$ cat src/rtl/serial_bit_sequence_pkg.sv
// serial_bit_sequence_pkg: shared state encodings and sync constants for the
// serial bit sequence encoder/decoder pair. Both ends import the default sync
// pattern from here so they always agree on frame alignment.
`timescale 1ns/1ps
package serial_bit_sequence_pkg;

    typedef enum logic [1:0] {
        ST_IDLE   = 2'd0,
        ST_SYNC   = 2'd1,
        ST_DATA   = 2'd2,
        ST_PARITY = 2'd3
    } state_t;

    localparam int DEF_SYNC_WIDTH = 4;
    localparam logic [DEF_SYNC_WIDTH-1:0] DEF_SYNC_PATTERN = 4'b1110;

    function automatic int max_int(input int a, input int b);
        return (a > b) ? a : b;
    endfunction

    // Counter width able to hold 0..n-1, never below one bit.
    function automatic int idx_width(input int n);
        return (n <= 2) ? 1 : $clog2(n);
    endfunction

endpackage

$ cat src/rtl/serial_bit_sequence_encoder_bit_period_timer.sv
// bit_period_timer: clock divider that marks the last clock of every serial
// bit period. A start pulse realigns the divider to the first clock of a new
// frame, so bit periods are always measured from the accepting edge.
`timescale 1ns/1ps
module bit_period_timer #(
    parameter int CLKS_PER_BIT = 2
) (
    input  logic clk,
    input  logic n_reset,
    input  logic start,
    output logic bit_tick
);

    localparam int CNT_W = (CLKS_PER_BIT <= 2) ? 1 : $clog2(CLKS_PER_BIT);
    localparam logic [CNT_W-1:0] LAST = CNT_W'(CLKS_PER_BIT - 1);

    logic [CNT_W-1:0] cnt;

    // Divider counts 0..CLKS_PER_BIT-1 and restarts at zero on a new frame.
    always_ff @(posedge clk or negedge n_reset) begin
        if (!n_reset) begin
            cnt <= '0;
        end else if (start || (cnt == LAST)) begin
            cnt <= '0;
        end else begin
            cnt <= cnt + CNT_W'(1);
        end
    end

    assign bit_tick = (cnt == LAST);

endmodule

$ cat src/rtl/serial_bit_sequence_encoder.sv
// serial_bit_sequence_encoder: accepts a parallel word over valid/ready,
// prepends the sync pattern and shifts the frame out MSB-first, each bit held
// CLKS_PER_BIT clocks. Optional even-parity bit after the payload LSB is
// compiled in with macro SERIAL_ENCODER_PARITY_EN.
`timescale 1ns/1ps
module serial_bit_sequence_encoder
    import serial_bit_sequence_pkg::*;
#(
    parameter int DATA_WIDTH = 8,
    parameter int SYNC_WIDTH = DEF_SYNC_WIDTH,
    parameter logic [SYNC_WIDTH-1:0] SYNC_PATTERN = DEF_SYNC_PATTERN,
    parameter int CLKS_PER_BIT = 2,
    parameter logic IDLE_BIT = 1'b0
) (
    input  logic                  clk,
    input  logic                  n_reset,
    input  logic [DATA_WIDTH-1:0] in_data,
    input  logic                  in_valid,
    output logic                  in_ready,
    output logic                  out_bit,
    output logic                  out_active,
    output logic                  frame_done
);

    localparam int IDX_W = idx_width(max_int(SYNC_WIDTH, DATA_WIDTH));
    localparam logic [IDX_W-1:0] SYNC_LAST = IDX_W'(SYNC_WIDTH - 1);
    localparam logic [IDX_W-1:0] DATA_LAST = IDX_W'(DATA_WIDTH - 1);

    state_t                state;
    logic [DATA_WIDTH-1:0] data_sh;
    logic [SYNC_WIDTH-2:0] sync_sh;   // sync bits still to send after the first
    logic [IDX_W-1:0]      bit_idx;
    logic                  handshake;
    logic                  bit_tick;
`ifdef SERIAL_ENCODER_PARITY_EN
    logic                  parity_bit;
`endif

    assign in_ready  = (state == ST_IDLE);
    assign handshake = in_valid && in_ready;

    bit_period_timer #(
        .CLKS_PER_BIT(CLKS_PER_BIT)
    ) u_timer (
        .clk     (clk),
        .n_reset (n_reset),
        .start   (handshake),
        .bit_tick(bit_tick)
    );

    // Frame sequencer: latches the word, walks sync/data[/parity] bits and
    // drives the registered serial outputs.
    always_ff @(posedge clk or negedge n_reset) begin
        if (!n_reset) begin
            state      <= ST_IDLE;
            out_bit    <= IDLE_BIT;
            out_active <= 1'b0;
            frame_done <= 1'b0;
            data_sh    <= '0;
            sync_sh    <= '0;
            bit_idx    <= '0;
`ifdef SERIAL_ENCODER_PARITY_EN
            parity_bit <= 1'b0;
`endif
        end else begin
            frame_done <= 1'b0;
            case (state)
                ST_IDLE: begin
                    if (in_valid) begin
                        state      <= ST_SYNC;
                        data_sh    <= in_data;
                        sync_sh    <= SYNC_PATTERN[SYNC_WIDTH-2:0];
                        bit_idx    <= '0;
                        out_bit    <= SYNC_PATTERN[SYNC_WIDTH-1];
                        out_active <= 1'b1;
`ifdef SERIAL_ENCODER_PARITY_EN
                        parity_bit <= ^in_data;
`endif
                    end
                end
                ST_SYNC: begin
                    if (bit_tick) begin
                        if (bit_idx == SYNC_LAST) begin
                            state   <= ST_DATA;
                            bit_idx <= '0;
                            out_bit <= data_sh[DATA_WIDTH-1];
                        end else begin
                            bit_idx <= bit_idx + IDX_W'(1);
                            sync_sh <= sync_sh << 1;
                            out_bit <= sync_sh[SYNC_WIDTH-2];
                        end
                    end
                end
                ST_DATA: begin
                    if (bit_tick) begin
                        if (bit_idx == DATA_LAST) begin
                            bit_idx <= '0;
`ifdef SERIAL_ENCODER_PARITY_EN
                            state   <= ST_PARITY;
                            out_bit <= parity_bit;
`else
                            state      <= ST_IDLE;
                            out_bit    <= IDLE_BIT;
                            out_active <= 1'b0;
                            frame_done <= 1'b1;
`endif
                        end else begin
                            bit_idx <= bit_idx + IDX_W'(1);
                            data_sh <= data_sh << 1;
                            out_bit <= data_sh[DATA_WIDTH-2];
                        end
                    end
                end
`ifdef SERIAL_ENCODER_PARITY_EN
                ST_PARITY: begin
                    if (bit_tick) begin
                        state      <= ST_IDLE;
                        out_bit    <= IDLE_BIT;
                        out_active <= 1'b0;
                        frame_done <= 1'b1;
                    end
                end
`endif
                default: begin
                    state      <= ST_IDLE;
                    out_bit    <= IDLE_BIT;
                    out_active <= 1'b0;
                end
            endcase
        end
    end

endmodule

$ cat config.mk
export PLATFORM = sky130hd
export DESIGN_NAME = serial_bit_sequence_encoder
export DESIGN_NICKNAME = d
export VERILOG_FILES = /design/src/rtl/serial_bit_sequence_pkg.sv /design/src/rtl/serial_bit_sequence_encoder_bit_period_timer.sv /design/src/rtl/serial_bit_sequence_encoder.sv
export SDC_FILE = /design/constraint.sdc
export NUM_CORES = 1
export LEC_CHECK = 0
export ABC_AREA = 1
export BUFFER_PORTS_ARGS = -buffer_cell sky130_fd_sc_hd__buf_4
export CORE_MARGIN = 4
export CORE_UTILIZATION = 50
export CTS_CLUSTER_DIAMETER = 40
export DETAILED_ROUTE_END_ITERATION = 8
export HOLD_SLACK_MARGIN = 0.1
export PLACE_DENSITY_LB_ADDON = 0.1
export RECOVER_POWER = 25
export SLEW_MARGIN = 15
export SYNTH_ARGS = -nofsm -noshare
export SYNTH_HDL_FRONTEND = slang
export SYNTH_SLANG_ARGS = --single-unit
$ cat constraint.sdc
create_clock -name clk -period 3.4 [get_ports clk]
set_input_delay 0.68 -clock clk [delete_from_list [all_inputs] [get_ports clk]]
set_output_delay 0.68 -clock clk [all_outputs]
set_load 0.005 [all_outputs]
; ---- Word level (Yosys, flattened, before mapping)
; Index checks and enable logic that the tools add are counted.
[totals]
regBits = 20
[op_classes]
n_reduce_logical = 12
bitwise = 1
add_sub_neg = 2
eq_ne = 11
mux = 33
[ops]
columns = op, count
row1 = 3-bit two-way mux, 8
row2 = 8-bit two-way mux, 3
row3 = 8-bit case mux with 2 select lines, 1
row4 = 4-bit AND reduction, 4
row5 = 1-bit two-way mux, 11
row6 = 2-bit two-way mux, 5
row7 = 2-bit != test (second input constant), 5
row8 = 3-bit case mux with 3 select lines, 1
row9 = 1-bit case mux with 3 select lines, 2
row10 = 2-bit case mux with 3 select lines, 1
row11 = 3-bit case mux with 2 select lines, 1
row12 = 5-bit AND reduction, 1
row13 = 2-bit by 1-bit != test with 1-bit output (second input constant), 2
row14 = 2-bit nonzero test, 2
row15 = 3-bit by 1-bit adder with 3-bit output (second input constant), 1
row16 = 3-bit by 2-bit equality test with 1-bit output (second input constant), 1
row17 = 3-bit equality test (second input constant), 1
row18 = 3-bit AND reduction, 1
row19 = 3-bit nonzero test, 1
row20 = 2-bit by 1-bit equality test with 1-bit output (second input constant), 1
row21 = 2-bit equality test (second input constant), 1
row22 = 2-bit logical NOT, 1
row23 = 1-bit adder (second input constant), 1
row24 = 1-bit logical AND, 1
row25 = 2 further kinds, 2

; ---- Longest topological paths before layout
[depth]
depth_word = 4
ltp_mapped = 9
ltp_nobuf = 9

; ---- Modules after synthesis
; A second synthesis with hierarchy kept.
[unflattened]
hier_cells = 160
area_unflattened_um2 = 1178.6
[by_module_without_submodules]
columns = mod, seq_area_each_um2, area_each_um2, n_inst, cells_each
row1 = serial_bit_sequence_encoder, 450.4, 1149.9, 1, 158
row2 = bit_period_timer, 25.0, 28.8, 1, 2

; ---- Worst setup path after synthesis
; OpenSTA, ideal clock, no wires.
[synth_path]
kind = register -> register
startpoint = register bit_idx[0]
endpoint = register data_sh[6]
arrival_ns = 1.336
n_path_buf = 1
setup_time_ns = 0.123
t_required_ns = 3.277
path_slack_ns = 1.941
stages_incl_launch_ff = 10
synth_period_minus_slack_ns = 1.459
cell_sequence = dfrtp_1 ha_1 ha_1 inv_1 nand2_1 o21ai_2 nand2_4 buf_12 nand2_2 o21ai_2
[synth_between]
elab_chain_len = 3
[synth_rtl]
columns = element, line_no
row1 = start: declaration, serial_bit_sequence_encoder.sv:32  ; logic [IDX_W-1:0] bit_idx;
row2 = start signal: assignment, serial_bit_sequence_encoder.sv:88  ; bit_idx <= bit_idx + IDX_W'(1);
row3 = start signal: assignment, serial_bit_sequence_encoder.sv:108  ; bit_idx <= bit_idx + IDX_W'(1);
row4 = 3-bit equality test, serial_bit_sequence_encoder.sv:96  ; if (bit_idx == DATA_LAST) begin
row5 = 2-bit != test (no source line), n/a
row6 = 4-bit AND reduction (no source line), n/a
row7 = end signal: assignment, serial_bit_sequence_encoder.sv:71  ; data_sh <= in_data;
row8 = end signal: assignment, serial_bit_sequence_encoder.sv:109  ; data_sh <= data_sh << 1;
row9 = end: declaration, serial_bit_sequence_encoder.sv:30  ; logic [DATA_WIDTH-1:0] data_sh;
; No other way between the ends.
; A chain may end at the register's enable or synchronous reset.

; ---- Worst setup path after layout
[layout_path]
startpoint = register state[1]
endpoint = output in_ready
[layout_between]
elab_chain_len = 1
[layout_rtl]
columns = element, line_no
row1 = start: declaration, serial_bit_sequence_encoder.sv:29  ; state_t state;
row2 = start signal: assignment, serial_bit_sequence_encoder.sv:55  ; state <= ST_IDLE;
row3 = start signal: assignment, serial_bit_sequence_encoder.sv:70  ; state <= ST_SYNC;
row4 = start signal: assignment, serial_bit_sequence_encoder.sv:84  ; state <= ST_DATA;
row5 = 2-bit logical NOT, serial_bit_sequence_encoder.sv:39  ; assign in_ready = (state == ST_IDLE);
row6 = end: declaration, serial_bit_sequence_encoder.sv:19  ; output logic in_ready,
; No other way between the ends.

==> qor.yml <==
timing.reg2reg.setup_slack_ps: 1690
cts-root-buf: "clkbuf_4"
synth-compound-area-share_pct: 15.0
grt_pass1_vias: 865
hold_end: "u_timer.bit_tick$_DFF_PN0_"
worst-path-max-fanout: 8
cap_violations: 0
tightest_slew_ps: 1030
grt_usage_pct: 15.3
num_antenna_cells: 0
r2r-start: "state[0]$_DFFE_PN0P_"
drt-total-wl_mm: 2.10
synth_top_cell_by_area: "dfrtp_1"
io_pins: 15
setup_slack_ps: 1340
cts_tree: "done"
status: "completed"
critPathMaxStageDelay_ps: 430
grt_antenna_before_repair: 0
relSlewSlack_pct: 31.3
rsz0062_at_grt: "false"
place_congestion: 0.826
numCtsBuffers: 3
htreeDepth: 1
setup_viol: 0
synth-main-ff-cell: "dfrtp_1"
hp-class: "reg2reg"
yosysTopAreaCellShare_pct: 41.1
worstSetupPathType: "reg2out"
grt_pass1_wl_mm: 3.77
insertion_delay_ps: 300
final_layout_size_suffix_gt1_share_pct: 25.2
async_flop_share_pct: 100
fin_crit_sh_pct: 60.5
clk_pin_slew_ps: 110
min_path_cells: 1
post-place-ws_ps: 1680
grt.overflow.total: 0
die_h_um: 56.1
maxSlewViolCount: 0
fin_total_pwr_mw: 1.12
drt-initial-drc-count: 14
synthMuxAreaShare_pct: 0
r2r_end: "data_sh[4]$_DFFE_PN0P_"
synth_top_family_by_area: "simple AND/OR/NAND/NOR gates"
avgRoutedWirePerCell_um: 11.5
postSynthAreaPerCell_um2: 8.26
die_width_um: 56.1
synthXorXnorAreaFrac_pct: 0
detail-route-antenna-nets: 0
cp.arrival_ps: 1380
synth-seq-area-share_pct: 41.1
grt_max_degree: 20
cts_sinks: 19
synthSimpleGateAreaFrac_pct: 25.0
fp-row-count: 17
period_minus_slack_ps: 2060
fin_skew_ps: 2.94
syn_area_mm2: 0.00116
start_util_pct: 52.3
leakage_nw: 0.690
dp_hpwl_mm: 1.59
hold_violations: 0
synth_cell_types: 19
cts_resized: 0
finalSetupTns_ps: 0
routed_via_density: 4.87
synth_most_common_cell: "nand2_1"
power.density_mw_per_mm2: 869
synth_area_leaders: "dfrtp_1 41%, nand2_1 12%, ha_1 9.7%, o21ai_2 6.8%, inv_1 5.8%"
first_pass_iters: 4
critPathCaptureType: "output port"
die-area_mm2: 0.00315
vdd_ir_drop_max_v: 0.000468
cp_cell_sequence: "inv_1 -> ha_1 -> buf_4"
synth_warnings: 0
ys_seq_elements: 19
coreArea_mm2: 0.00221
vias: 891
postCtsSetupRepairBufs: 0
clockBufferDepth: 2
ctsHoldBuffers: 0
slowest_stage: "dfrtp_1"
remaining_drc_errors: 0
numPortBuffers: 14
r2r_cells: 8
synth_edf_count: 0
holdWs_ps: 441
synth_nets: 160
critical_path_required_ps: 2720
synth_adder_area_share_pct: 9.74
holdCritStartpoint: "u_timer.bit_tick$_DFF_PN0_"
synthesis.instances: 140
area_growth_pct: 11.5
nets: 176
clock.fmax_ghz: 0.486
synth_common_cells: "38 x nand2_1, 19 x dfrtp_1, 18 x inv_1"
start_kind: "flop"
-- kinds of logic (layout without fill, tap and decap cells) --
group | Yosys count | in the layout
simple gates | 63 | 63
fa+ha+maj | 9 | 9
flops | 19 | 19
compound gates | 26 | 26
buf+inv | 23 | 38
-- cells in the final DEF, fill, tap and decap left out --
master / count
a21boi_0: 2
dfrtp_1: 19
nand2_1: 38
inv_2: 2
clkbuf_1: 2
o21ai_0: 11
buf_4: 13
ha_1: 9
nand3_1: 6
nand4_1: 2
a21oi_1: 2
o21bai_1: 2
nand2_2: 3
nor2_2: 1
inv_1: 18
nor2_1: 5
clkbuf_4: 3
nand2_4: 2
or2_2: 6
o21ai_2: 9
-- layout make-up --
cell class                 count  area [um2]
timing repair buffer          14         101
tap                           28        35.0
sequential                    19         475
multi-input combinational     98         576
inverter                      20        75.1
clock buffer                   4        26.3
fill                         222         923
-- metal layers --
layer	global-route usage, %	vias to the layer above	part of all wire (%)
li1	-	469	-
met1	19.9	408	51
met2	23.7	9	44
met3	2.32	5	2.4
met4	9.15	0	2.7
met5	0	-	0
-- state kept, by name, indices dropped and copies added, names as in the netlist --
register	flops
out_active	1
state	2
sync_sh	2
u_timer.bit_tick	1
out_bit	1
bit_idx	3
data_sh	8
frame_done	1
-- power breakdown --
part / switching [mW] / internal, mW
registers: 0.0529 / 0.325
logic: 0.391 / 0.232
clock network: 0.0727 / 0.0457
total: 0.517 / 0.603
-- how the worst max path moves through the flow --
stage                      startpoint                     end  slack [ps]  cells after the start
2_1_floorplan  bit_idx[0]$_DFFE_PN0P_  data_sh[6]$_DFFE_PN0P_        1940                      9
3_3_place_gp     state[1]$_DFFE_PN0P_                in_ready        1710                      3
3_5_place_dp     state[0]$_DFFE_PN0P_  data_sh[4]$_DFFE_PN0P_        1680                      8
4_1_cts          state[1]$_DFFE_PN0P_                in_ready        1320                      3
5_1_grt          state[1]$_DFFE_PN0P_                in_ready        1260                      3
6_report         state[1]$_DFFE_PN0P_                in_ready        1340                      3
-- metrics by stage --
stage                     util [%]  area, um2  cells
after floorplan                  -       1160    140
after global placement        57.2       1270    179
after detailed placement      57.2       1270    179
after CTS                     58.4       1290    183
after global routing          58.3       1290    183
final                         58.3       1290    183
-- critical path: cells and delay by family (launching register included) --
| kind | cells | cell delay, ps |
|---|---|---|
| adder cells (fa/ha/maj) | 1 | 370 |
| buffers and inverters | 2 | 290 |
| flip-flops | 1 | 430 |
Power figures use the tool's default switching activity.
